### config.mk
export PLATFORM = sky130hd
export DESIGN_NAME = piso_serializer
export DESIGN_NICKNAME = d
export VERILOG_FILES = /design/src/rtl/piso_serializer.sv
export SDC_FILE = /design/constraint.sdc
export NUM_CORES = 1
export LEC_CHECK = 0
export BUFFER_PORTS_ARGS = -buffer_cell sky130_fd_sc_hd__buf_2
export CAP_MARGIN = 5
export CORE_AREA = 4 4 57 59
export CTS_CLUSTER_SIZE = 28
export DETAILED_ROUTE_END_ITERATION = 10
export DIE_AREA = 0 0 61 63
export HOLD_SLACK_MARGIN = 0.06
export MAX_ROUTING_LAYER = met4
export PLACE_DENSITY_LB_ADDON = 0.3
export SYNTH_ARGS = -nofsm -noshare
export SYNTH_HDL_FRONTEND = slang
export SYNTH_SLANG_ARGS = --single-unit
### constraint.sdc
create_clock -name clk -period 1.74 [get_ports clk]
set_clock_uncertainty 0.05 [all_clocks]
set_input_delay 0.348 -clock clk [delete_from_list [all_inputs] [get_ports clk]]
set_output_delay 0.348 -clock clk [all_outputs]
set_load 0.03 [all_outputs]
### src/rtl/piso_serializer.sv
// rtl/piso_serializer.sv - framed parallel-in serial-out transmitter
// Start bit, WIDTH data bits, optional even parity, stop bit; each bit held BIT_DIV clocks.
module piso_serializer #(
   parameter int WIDTH     = 8,
   parameter int BIT_DIV   = 1,
   parameter int MSB_FIRST = 0,
   parameter int PARITY_EN = 1
) (
   input  logic             clk,
   input  logic             rst,
   input  logic [WIDTH-1:0] in_data,
   input  logic             in_valid,
   output logic             in_ready,
   output logic             data_out,
   output logic             busy,
   output logic             done
);

   localparam int DW = (BIT_DIV > 1) ? $clog2(BIT_DIV) : 1;
   localparam int BW = $clog2(WIDTH + 1);
   localparam logic [DW-1:0] DIV_LAST = DW'(BIT_DIV - 1);
   localparam logic [BW-1:0] BITS     = BW'(WIDTH);

   typedef enum logic [2:0] {IDLE, START, DATA, PARITY, STOP} state_t;

   state_t           state, state_nx;
   logic [DW-1:0]    div_cnt, div_nx;
   logic [BW-1:0]    bit_cnt, bit_nx;
   logic [WIDTH-1:0] shreg, shreg_nx;
   logic             parity, parity_nx;
   logic             line_nx;
   logic             ser_bit;
   logic             div_last;
   logic             accept;

   assign div_last = (div_cnt == DIV_LAST);
   assign in_ready = (state == IDLE) || (state == STOP && div_last);
   assign done     = (state == STOP) && div_last;
   assign busy     = (state != IDLE);
   assign accept   = in_valid && in_ready;

   always_comb begin
      state_nx  = state;
      div_nx    = div_cnt;
      bit_nx    = bit_cnt;
      shreg_nx  = shreg;
      parity_nx = parity;
      ser_bit   = 1'b1;
      line_nx   = 1'b1;

      if (state != IDLE)
         div_nx = div_last ? '0 : div_cnt + DW'(1);

      case (state)
         IDLE:   ;
         START:  if (div_last) state_nx = DATA;
         DATA: begin
            if (div_last) begin
               shreg_nx = (MSB_FIRST != 0) ? (shreg << 1) : (shreg >> 1);
               bit_nx   = bit_cnt - BW'(1);
               if (bit_cnt == BW'(1))
                  state_nx = (PARITY_EN != 0) ? PARITY : STOP;
            end
         end
         PARITY: if (div_last) state_nx = STOP;
         STOP:   if (div_last) state_nx = IDLE;
         default: state_nx = IDLE;
      endcase

      // An accept in the final STOP clock overrides the return to IDLE: back-to-back frames.
      if (accept) begin
         state_nx  = START;
         div_nx    = '0;
         bit_nx    = BITS;
         shreg_nx  = in_data;
         parity_nx = ^in_data;
      end

      ser_bit = (MSB_FIRST != 0) ? shreg_nx[WIDTH-1] : shreg_nx[0];

      case (state_nx)
         START:   line_nx = 1'b0;
         DATA:    line_nx = ser_bit;
         PARITY:  line_nx = parity_nx;
         default: line_nx = 1'b1;
      endcase
   end

   always_ff @(posedge clk) begin
      if (rst) begin
         state    <= IDLE;
         div_cnt  <= '0;
         bit_cnt  <= '0;
         shreg    <= '0;
         parity   <= 1'b0;
         data_out <= 1'b1;
      end else begin
         state    <= state_nx;
         div_cnt  <= div_nx;
         bit_cnt  <= bit_nx;
         shreg    <= shreg_nx;
         parity   <= parity_nx;
         data_out <= line_nx;
      end
   end

endmodule
Word level (Yosys, flattened, before mapping)
Cells that the tools add are included.

storage, ports and cells
  register bits = 18
  latch bits = 0
  memory bits (writable) = 0
  ROM bits = 0
  output and inout bits = 4
  word-level logic and storage cells = 46
  memories kept = 0

cells by class
  $add $sub $neg = 2
  multiply operators = 0
  div/mod/pow operators = 0
  magnitude comparators = 0
  equality and inequality tests = 9
  shift operators = 0
  multiplexer cells = 16
  bitwise gates (word level) = 1
  reduce and logical (&&, ||, !) cells = 10

operators by type and width
  kind                                                                 count
  8-bit 2-to-1 mux                                                     3
  3-bit 2-to-1 mux                                                     6
  3-bit one-hot mux with 5 select lines                                1
  3-bit by 2-bit == test with 1-bit output (second input constant)     4
  4-bit 2-to-1 mux                                                     3
  8-bit XOR reduction                                                  1
  3-bit by 1-bit == test with 1-bit output (second input constant)     2
  4-bit by 1-bit == test with 1-bit output (second input constant)     1
  2-bit AND reduction                                                  2
  4-bit by 1-bit subtractor with 4-bit output (second input constant)  1
  3-bit == test (second input constant)                                1
  3-bit zero test                                                      1
  1-bit one-hot mux with 3 select lines                                1
  3-bit nonzero test                                                   1
  1-bit logical AND                                                    2
  1-bit 2-to-1 mux                                                     2
  2-bit by 1-bit != test with 1-bit output (second input constant)     1
  2-bit nonzero test                                                   1
  2-bit OR reduction                                                   1
  1-bit adder (second input constant)                                  1
  1-bit logical OR                                                     1
  1-bit NOT                                                            1

Logic depth before layout (Yosys ltp)
Gate-level depths: netlist of the first run.

  depth after elaboration = 7
  gate-level depth with buffers = 6
  gate-level depth less buffers = 6

Worst setup path after synthesis of the first run
No wires, ideal clock.

  kind = flip-flop to flip-flop
  start = register state[0]
  end = register data_out
  library setup time = 0.125 ns
  data arrival time = 1.446 ns
  path slack = 0.119 ns
  cell stages (with the launch flop) = 6
  buffers on the path = 1
  cell sequence = dfxtp_1 nor2_1 nand2_1 buf_4 o21ai_0 o22ai_1

between the ends
  cells in the longest elaborated chain, start to end = 7
  elaborated cells between the ends (all ways) = 22

ends and longest elaborated chain
  what                                                                                                  RTL line  RTL
  start: declaration                                                                                    26        state_t state, state_nx;
  start signal: assignment                                                                              98        state <= state_nx;
  3-bit == test                                                                                         37        assign in_ready = (state == IDLE) || (state == STOP && div_last);
  1-bit logical AND                                                                                     37
  1-bit logical OR (*)                                                                                  37
  via in_ready                                                                                          13        output logic in_ready,
  1-bit logical AND (*)                                                                                 40        assign accept = in_valid && in_ready;
  3-bit 2-to-1 mux                                                                                      71        if (accept) begin
  3-bit by 2-bit == test with 1-bit output or 3-bit by 1-bit == test with 1-bit output (tied branches)  81        case (state_nx)
  1-bit one-hot mux with 3 select lines (*)                                                             81
  end signal: assignment                                                                                103       data_out <= line_nx;
  end: declaration                                                                                      14        output logic data_out,

Mark *: on every way through the listed nets, which the timed path passes. The rest lies on a longest branch. The select of a mux whose other input is x is not followed.
A chain may end at the register's enable or synchronous reset.

Worst setup path in the final report of the first run
  start = register state[1]
  end = output port busy

between the ends
  cells in the longest elaborated chain, start to end = 1

ends and longest elaborated chain
  what                RTL line  RTL
  3-bit nonzero test  39        assign busy = (state != IDLE);
  end: declaration    15        output logic busy,

No other way between the ends.

==> results.py, run 1 <==
metrics = {
    "sta": {
        "setup_viol": 0,
        "slew_headroom_pct": 64.1,
        "max_freq_ghz": 0.592,
        "min_period_ns": 1.69,
        "slew_violations": 0,
        "rsz0062_at_grt": "no",
        "hold_viol_final": 0,
        "setup_tns_ns": 0,
        "tightestPinTransition_ns": 0.537,
        "period_share_pct": 97.1,
    },
    "worst_hold_path": {
        "hold_start": "in_data[7]",
        "hold_path.class": "in -> reg",
        "hold_depth": 3,
        "whs_endpoint": "shreg[7]",
    },
    "critical_path": {
        "path_max_fanout": 6,
        "critPathKind": "reg -> out",
        "r2r_cells": 4,
        "reg2reg_slack_ns": 0.33,
        "r2r_end": "data_out",
        "start_kind": "register",
        "reg2reg_from": "state[1]",
        "crit_path_end_kind": "output pin",
        "required_ns": 1.34,
        "worstPathArrival_ns": 1.29,
    },
    "die": {
        "die_y_microns": 63,
        "start_util_pct": 29.9,
        "core-area_sq_um": 2710,
        "die_x_microns": 61,
        "die_area_sq_um": 3840,
        "ios": 15,
        "row_count": 19,
    },
    "job": {
        "maxCapViolCount": 0,
    },
    "pwr": {
        "total_leakage_power_nw": 0.350,
        "p_clk_share_pct": 23.9,
        "p_int_w": 0.000622,
        "peakVddDrop_mv": 0.554,
        "switching_share_pct": 30.0,
        "pwr-share-comb_pct": 24.7,
        "power_density_nw_per_um2": 942,
        "netSwitchingPower_w": 0.000267,
        "seq_power_share_pct": 51.4,
    },
    "cells_and_area": {
        "fill_cells": 295,
        "insertedDiodeCount": 0,
        "syn_to_final_growth_pct": 16.5,
        "drive_above_1_share_pct": 24.8,
        "layout.nets": 115,
        "stdcell_area_sq_um": 943,
    },
    "place": {
        "io_buffers": 14,
        "gp_congestion": 0.721,
        "dp_hpwl_microns": 1140,
        "place_area_sq_um": 915,
    },
    "yosys": {
        "syn_avg_cell_area_sq_um": 9.75,
        "ys_types": 23,
        "synth_top_area_share_pct": 42.0,
        "synth.yosys.seq_area_share_pct": 42.0,
        "synth_top_flop_cell": "dfxtp_1",
        "yosys.cell_count.top_type": "dfxtp_1",
        "ys_warn_count": 0,
        "synth_area_leaders": "dfxtp_1 (42%), xnor2_1 (9.7%), mux2i_1 (8.7%)",
        "syn_inst": 83,
        "syn_area_sq_um": 810,
        "synth.largest_area_cell": "dfxtp_1",
        "async_reset_ff_share_pct": 0,
        "synth_common_cells": "dfxtp_1 (17), nor2_1 (12), xnor2_1 (9), a211oi_1 (8), mux2i_1 (7)",
        "synth_edf_count": 0,
        "ys_ff_latch": 17,
        "syn_nets": 96,
    },
    "grt": {
        "grt_pass1_wl_microns": 2530,
        "grtUsageTotal_pct": 8.83,
        "grt_max_degree": 18,
        "grt_pass1_vias": 541,
        "antenna_found_initial": 0,
        "gr-total-overflow": 0,
    },
    "cts": {
        "cts_buffers": 3,
        "cts_root_buf": "clkbuf_4",
        "ctsHtreeMaxLevel": 1,
        "clockBufferDepth": 2,
        "cts.sinks": 17,
        "clk_pin_slew_ns": 0.10,
        "cts_tree": "yes",
        "ctsHoldBuffers": 0,
        "clk-insertion-delay-late_ns": 0.29,
    },
    "outcome": {
        "status": "complete, no violations",
    },
    "route": {
        "drcViolationCount": 0,
        "via_per_inst": 4.79,
        "ant_nets": 0,
        "drt_iter0_drc": 15,
        "vias": 632,
        "dr.pass1.iters": 2,
        "wl_microns": 1510,
        "drt-wirelength-per-cell_microns": 11.4,
    },
}
## power groups by stage
stage | Combinational [W] | Clock [W] | Sequential [W]
5_1_grt | 0.000243 | 0.000239 | 0.000463
4_1_cts | 0.000224 | 0.000224 | 0.000456
3_5_place_dp | 0.000223 | 0 | 0.000465
3_3_place_gp | 0.000218 | 0 | 0.000464
2_1_floorplan | 0.000164 | 0 | 0.000467
6_report | 0.000220 | 0.000212 | 0.000456
## layer usage
layer	part of all wire [%]	vias up	GRT usage [%]
li1	-	324	-
met1	46	289	11.4
met2	45	17	12.3
met3	7.8	2	4.13
met4	0.60	0	2.44
met5	0	-	-
## per-stage QoR
stage | worst slack (ns) | power [W] | hold WS, ns | utilization [%] | instances
CTS | 0.00773 | 0.000905 | 0.294 | 34.7 | 132
finish | 0.0511 | 0.000888 | 0.305 | 34.8 | 132
global route | 0.00381 | 0.000945 | 0.295 | 34.8 | 132
floorplan | 0.119 | 0.000632 | 0.375 | - | 83
global placement | 0.352 | 0.000682 | 0.445 | 33.7 | 128
detailed placement | 0.283 | 0.000688 | 0.444 | 33.7 | 128
## layout make-up
class	instances	area [sq um]	share of cell area, %
repair buffers	17	92.6	9.81
well taps	31	38.8	4.11
flip-flops and latches	17	343	36.3
multi-input cells	61	435	46.2
clock buffers	4	26.3	2.79
inverters	2	7.51	0.796
## worst max path at each step
stage / start / to / slack [ns] / cells past startpoint
after global placement: state[0] / busy / 0.35 / 2
after CTS: state[0] / busy / 0.008 / 2
final: state[1] / busy / 0.05 / 2
after floorplan: state[0] / data_out / 0.12 / 5
after global routing: state[1] / busy / 0.004 / 2
after detailed placement: state[0] / shreg[3] / 0.28 / 4
## state kept, by name, summed over array words and instances, names as in the netlist
signal    cells
bit_cnt       4
state         3
shreg         8
parity        1
data_out      1
## cell usage in the layout (no fill, tap or decap), drive strengths merged, types with 3 or more instances in the layout
master,n
dfxtp,17
xnor2,9
mux2i,7
buf,17
nor3,4
clkbuf,4
nor3b,3
a211oi,8
nor2,12
nand2,4
## what timing repair did
action / in CTS / in global routing
setup endpoints to repair: 0 / 1
resized for setup: 0 / 2
setup buffers: 0 / 0
## logic make-up after synthesis
family          count (synthesis)  synth area share, %
buf+inv                         5                 4.17
fa+ha+maj                       2                 3.09
mux                             7                 8.66
compound gates                 14                 12.1
xor+xnor                       11                 11.9
simple gates                   27                 18.1
flops                          17                 42.0
## critical path, cell delays in order, from the launching register on
cell     delay (ns)
dfxtp_2        0.36
or3_2          0.46
buf_2          0.19
No activity file was read; power rests on OpenSTA's default activity.
==> run 2, diff against run 1 <==
--- a/config.mk
+++ b/config.mk
@@ -5,12 +5,13 @@
 export SDC_FILE = /design/constraint.sdc
 export NUM_CORES = 1
 export LEC_CHECK = 0
+export ABC_AREA = 1
 export BUFFER_PORTS_ARGS = -buffer_cell sky130_fd_sc_hd__buf_2
 export CAP_MARGIN = 5
-export CORE_AREA = 4 4 57 59
+export CORE_AREA = 4 4 63 65
 export CTS_CLUSTER_SIZE = 28
 export DETAILED_ROUTE_END_ITERATION = 10
-export DIE_AREA = 0 0 61 63
+export DIE_AREA = 0 0 67 69
 export HOLD_SLACK_MARGIN = 0.06
 export MAX_ROUTING_LAYER = met4
 export PLACE_DENSITY_LB_ADDON = 0.3
==> results.py, run 2 <==
metrics = {
    "route": {
        "drt-wirelength-per-cell_microns": 8.84,
        "dr.pass1.iters": 4,
        "via_per_inst": 4.21,
        "drt_iter0_drc": 67,
        "ant_nets": 0,
        "vias": 926,
        "drcViolationCount": 0,
        "wl_microns": 1940,
    },
    "job": {
        "maxCapViolCount": 0,
    },
    "cts": {
        "cts_tree": "yes",
        "clk_pin_slew_ns": 0.10,
        "cts.sinks": 17,
        "cts_root_buf": "clkbuf_4",
        "cts_buffers": 3,
        "cts_resized": 0,
        "ctsHoldBuffers": 0,
        "clk-insertion-delay-late_ns": 0.29,
        "clockBufferDepth": 2,
        "ctsHtreeMaxLevel": 1,
        "cts_setup_buffers": 0,
    },
    "sta": {
        "setup_viol": 0,
        "min_period_ns": 1.57,
        "slew_headroom_pct": 80.8,
        "rsz0062_at_grt": "no",
        "tightestPinTransition_ns": 0.288,
        "hold_viol_final": 0,
        "period_share_pct": 90.0,
        "setup_tns_ns": 0,
        "max_freq_ghz": 0.639,
        "slew_violations": 0,
    },
    "yosys": {
        "synth_edf_count": 0,
        "async_reset_ff_share_pct": 0,
        "syn_area_sq_um": 996,
        "yosys.cell_count.top_type": "nand2_1",
        "syn_inst": 158,
        "synth.yosys.seq_area_share_pct": 34.2,
        "syn_avg_cell_area_sq_um": 6.30,
        "synth_area_leaders": "dfxtp_1 (34%), nand2_1 (24%), inv_1 (8.3%)",
        "syn_nets": 171,
        "ys_ff_latch": 17,
        "ys_types": 23,
        "synth_top_flop_cell": "dfxtp_1",
        "synth_common_cells": "nand2_1 (65), inv_1 (22), dfxtp_1 (17), nor2_1 (15), nand3_1 (7)",
        "synth.largest_area_cell": "dfxtp_1",
        "synth_top_area_share_pct": 34.2,
        "ys_warn_count": 0,
    },
    "critical_path": {
        "required_ns": 1.34,
        "path_delay_family": "flip-flops",
        "critPathKind": "reg -> out",
        "slowest_delay_ns": 0.37,
        "crit_path_end_kind": "output pin",
        "worstPathArrival_ns": 1.17,
        "crit_buf_inv": 2,
        "critPathSlowestCell": "dfxtp_1",
        "path_max_fanout": 4,
        "path_cells": "nor2_4 -> inv_1 -> nor2_1 -> buf_2",
        "start_kind": "register",
    },
    "cells_and_area": {
        "layout_common_cells": "nand2_1 (65), inv_1 (22), dfxtp_1 (17)",
        "syn_to_final_growth_pct": 14.1,
        "regMostFlops": "shreg",
        "largest_registers": "shreg: 8 flops, bit_cnt: 4 flops, state: 3 flops",
        "largest_reg_flops": 8,
        "layout.nets": 188,
        "layout_commonest_cell": "nand2_1",
        "instances_no_fill": 220,
        "drive_above_1_share_pct": 16.1,
        "insertedDiodeCount": 0,
    },
    "grt": {
        "grtUsageTotal_pct": 10.3,
        "grt_pass1_wl_microns": 3680,
        "antenna_found_initial": 0,
        "gr-total-overflow": 0,
        "grt_max_degree": 14,
        "grt_pass1_vias": 879,
    },
    "outcome": {
        "status": "complete, no violations",
    },
    "die": {
        "die_area_sq_um": 4620,
        "core-area_sq_um": 3340,
        "die_x_microns": 67,
        "die_y_microns": 69,
        "start_util_pct": 29.8,
        "row_count": 21,
        "ios": 15,
    },
    "pwr": {
        "peakVddDrop_mv": 0.246,
        "total_leakage_power_nw": 0.581,
        "power_density_nw_per_um2": 773,
    },
    "worst_hold_path": {
        "hold_path.class": "in -> reg",
    },
    "place": {
        "io_buffers": 14,
        "gp_congestion": 0.824,
        "dp_cells": 216,
        "dp_hpwl_microns": 1520,
    },
}
## run 2: worst min-delay path, stage by stage
cell and delay [ns]:
buf_2 0.12, nand2_1 0.06, a31oi_1 0.07
## run 2: kinds of logic after synthesis
kind of cell	share of synthesized area (%)
AND/OR/NAND/NOR	41.3
XOR/XNOR	0.880
buffers and inverters	10.6
AO/OA/AOI/OAI	10.6
flip-flops	34.2
adder cells (fa/ha/maj)	2.51
## run 2: where the power goes
group | switching [W] | internal (W) | total, W
Combinational | 0.000147 | 0.0000801 | 0.000227
Sequential | 0.0000212 | 0.000421 | 0.000442
Clock | 0.000124 | 0.0000855 | 0.000210
Total | 0.000292 | 0.000586 | 0.000879
## run 2: layer usage
metal | part of all wire, % | global-route usage [%] | wire [microns]
met1 | 54 | 13.6 | 1040
met2 | 41 | 14.8 | 794
met3 | 4.3 | 2.92 | 83
met4 | 1.2 | 3.38 | 24
met5 | 0 | - | 0
## run 2: metrics by stage
stage	hold slack [ns]	worst slack [ns]	util, %	instance area, sq um	total power (W)
floorplan	0.375	0.226	-	996	0.000623
global placement	0.417	0.391	33.2	1110	0.000680
detailed placement	0.421	0.356	33.2	1110	0.000681
CTS	0.285	0.147	34.0	1140	0.000893
global route	0.305	0.0845	34.0	1140	0.000955
finish	0.299	0.174	34.0	1140	0.000879
## run 2: layout make-up
cell class                      count  area, sq um
Tap cell                           46         57.6
Timing Repair Buffer               14         70.1
Fill cell                         379         2200
Multi-Input combinational cell    115          551
Clock buffer                        3         22.5
Sequential cell                    17          340
Clock inverter                      1         5.00
Inverter                           24         90.1
## run 2: final timing paths
path | startpoint | end | slack (ns) | cells past startpoint
worst min-delay path | in_data[5] | shreg[5] | 0.30 | 3
worst max-delay path | state[1] | done | 0.17 | 4
worst min register to register | shreg[4] | shreg[4] | 0.43 | 2
worst max register to register | state[1] | bit_cnt[3] | 0.35 | 7
==> run 3, diff against run 2 <==
--- a/config.mk
+++ b/config.mk
@@ -15,6 +15,8 @@
 export HOLD_SLACK_MARGIN = 0.06
 export MAX_ROUTING_LAYER = met4
 export PLACE_DENSITY_LB_ADDON = 0.3
+export RECOVER_POWER = 25
 export SYNTH_ARGS = -nofsm -noshare
 export SYNTH_HDL_FRONTEND = slang
 export SYNTH_SLANG_ARGS = --single-unit
+export TNS_END_PERCENT = 10
==> results.py, run 3 (synthesis results as in run 2) <==
metrics = {
    "route": {
        "vias": 926,
        "dr.pass1.iters": 4,
        "drcViolationCount": 0,
        "wl_microns": 1940,
        "drt_iter0_drc": 67,
        "via_per_inst": 4.21,
        "drt-wirelength-per-cell_microns": 8.83,
        "ant_nets": 0,
    },
    "cts": {
        "clk_pin_slew_ns": 0.10,
        "cts_tree": "yes",
        "cts.sinks": 17,
        "clockBufferDepth": 2,
        "cts_resized": 0,
        "cts_setup_buffers": 0,
        "ctsHoldBuffers": 0,
        "cts_buffers": 3,
        "clk-insertion-delay-late_ns": 0.29,
        "ctsHtreeMaxLevel": 1,
        "cts_root_buf": "clkbuf_4",
    },
    "sta": {
        "period_share_pct": 90.0,
        "hold_ws_ns": 0.299,
        "fin_ws_ns": 0.174,
        "max_freq_ghz": 0.639,
        "setup_tns_ns": 0,
        "slew_violations": 0,
        "hold_viol_final": 0,
        "slew_headroom_pct": 76.0,
        "min_period_ns": 1.57,
        "tightestPinTransition_ns": 0.362,
        "setup_viol": 0,
        "rsz0062_at_grt": "no",
    },
    "critical_path": {
        "worstPathArrival_ns": 1.17,
        "critPathSlowestCell": "dfxtp_1",
        "crit_buf_inv": 2,
        "path_cells": "nor2_4 -> inv_1 -> nor2_1 -> buf_2",
        "path_max_fanout": 4,
        "required_ns": 1.34,
        "slowest_delay_ns": 0.37,
        "path_delay_family": "flip-flops",
        "crit_path_end_kind": "output pin",
        "start_kind": "register",
        "critPathKind": "reg -> out",
        "reg2reg_slack_ns": 0.35,
    },
    "die": {
        "start_util_pct": 29.8,
        "die_x_microns": 67,
        "row_count": 21,
        "die_area_sq_um": 4620,
        "die_y_microns": 69,
        "core-area_sq_um": 3340,
        "ios": 15,
    },
    "cells_and_area": {
        "layout.nets": 188,
        "layout_common_cells": "nand2_1 (65), inv_1 (23), dfxtp_1 (17)",
        "layout_commonest_cell": "nand2_1",
        "final_util_pct": 34.0,
        "largest_registers": "shreg: 8 flops, bit_cnt: 4 flops, state: 3 flops",
        "syn_to_final_growth_pct": 13.9,
        "insertedDiodeCount": 0,
        "largest_reg_flops": 8,
        "fill_cells": 380,
        "regMostFlops": "shreg",
        "drive_above_1_share_pct": 14.9,
    },
    "worst_hold_path": {
        "hold_path.class": "in -> reg",
    },
    "grt": {
        "grt_pass1_wl_microns": 3680,
        "grt_max_degree": 14,
        "grt_pass1_vias": 879,
        "gr-total-overflow": 0,
        "antenna_found_initial": 0,
        "grtUsageTotal_pct": 10.3,
    },
    "pwr": {
        "switching_share_pct": 33.3,
        "power_density_nw_per_um2": 773,
        "seq_power_share_pct": 50.4,
        "peakVddDrop_mv": 0.246,
        "netSwitchingPower_w": 0.000292,
        "pwr-share-comb_pct": 25.7,
        "p_clk_share_pct": 23.9,
        "total_leakage_power_nw": 0.580,
        "p_int_w": 0.000585,
    },
    "place": {
        "gp_congestion": 0.824,
        "post-place-ws_ns": 0.356,
        "dp_hpwl_microns": 1520,
        "io_buffers": 14,
    },
    "job": {
        "maxCapViolCount": 0,
    },
    "outcome": {
        "status": "complete, no violations",
    },
}
-- run 3: worst min-delay path, delay by kind of cell --
kind,cells,cell delay (ns)
simple gates,1,0.06
compound gates,1,0.07
buf+inv,1,0.12
-- run 3: worst paths after layout --
check        startpoint         end  cells after the start
max            state[1]        done                      4
min          in_data[5]    shreg[5]                      3
max reg2reg    state[1]  bit_cnt[3]                      7
min reg2reg    shreg[4]    shreg[4]                      2
-- run 3: power by group through the flow --
| stage | combinational, W | sequential [W] | clock [W] |
|---|---|---|---|
| floorplan | 0.000170 | 0.000453 | 0 |
| global placement | 0.000229 | 0.000451 | 0 |
| detailed placement | 0.000230 | 0.000450 | 0 |
| CTS | 0.000231 | 0.000442 | 0.000221 |
| global route | 0.000267 | 0.000446 | 0.000241 |
| finish | 0.000226 | 0.000442 | 0.000210 |
-- run 3: area by class of cell --
class	count	area, sq um	area share [%]
clock buffer	3	22.5	1.98
clock inverter	1	5.00	0.441
inverter	24	90.1	7.94
multi-input combinational	115	551	48.5
sequential	17	340	30.0
tap	46	57.6	5.07
timing repair buffer	14	68.8	6.06
-- run 3: per-layer routing --
layer | wire, microns | vias up | track usage, % | part of all wire (%)
li1 | - | 518 | - | -
met1 | 1040 | 393 | 13.6 | 54
met2 | 791 | 13 | 14.8 | 41
met3 | 83 | 2 | 2.92 | 4.3
met4 | 24 | 0 | 3.38 | 1.2
met5 | 0 | - | - | 0
-- run 3: per-stage QoR --
stage	std cells	power (W)	instance area [sq um]
after global routing	220	0.000953	1130
after detailed placement	216	0.000681	1110
final	220	0.000877	1130
after global placement	216	0.000680	1110
after floorplan	158	0.000623	996
after CTS	220	0.000893	1140
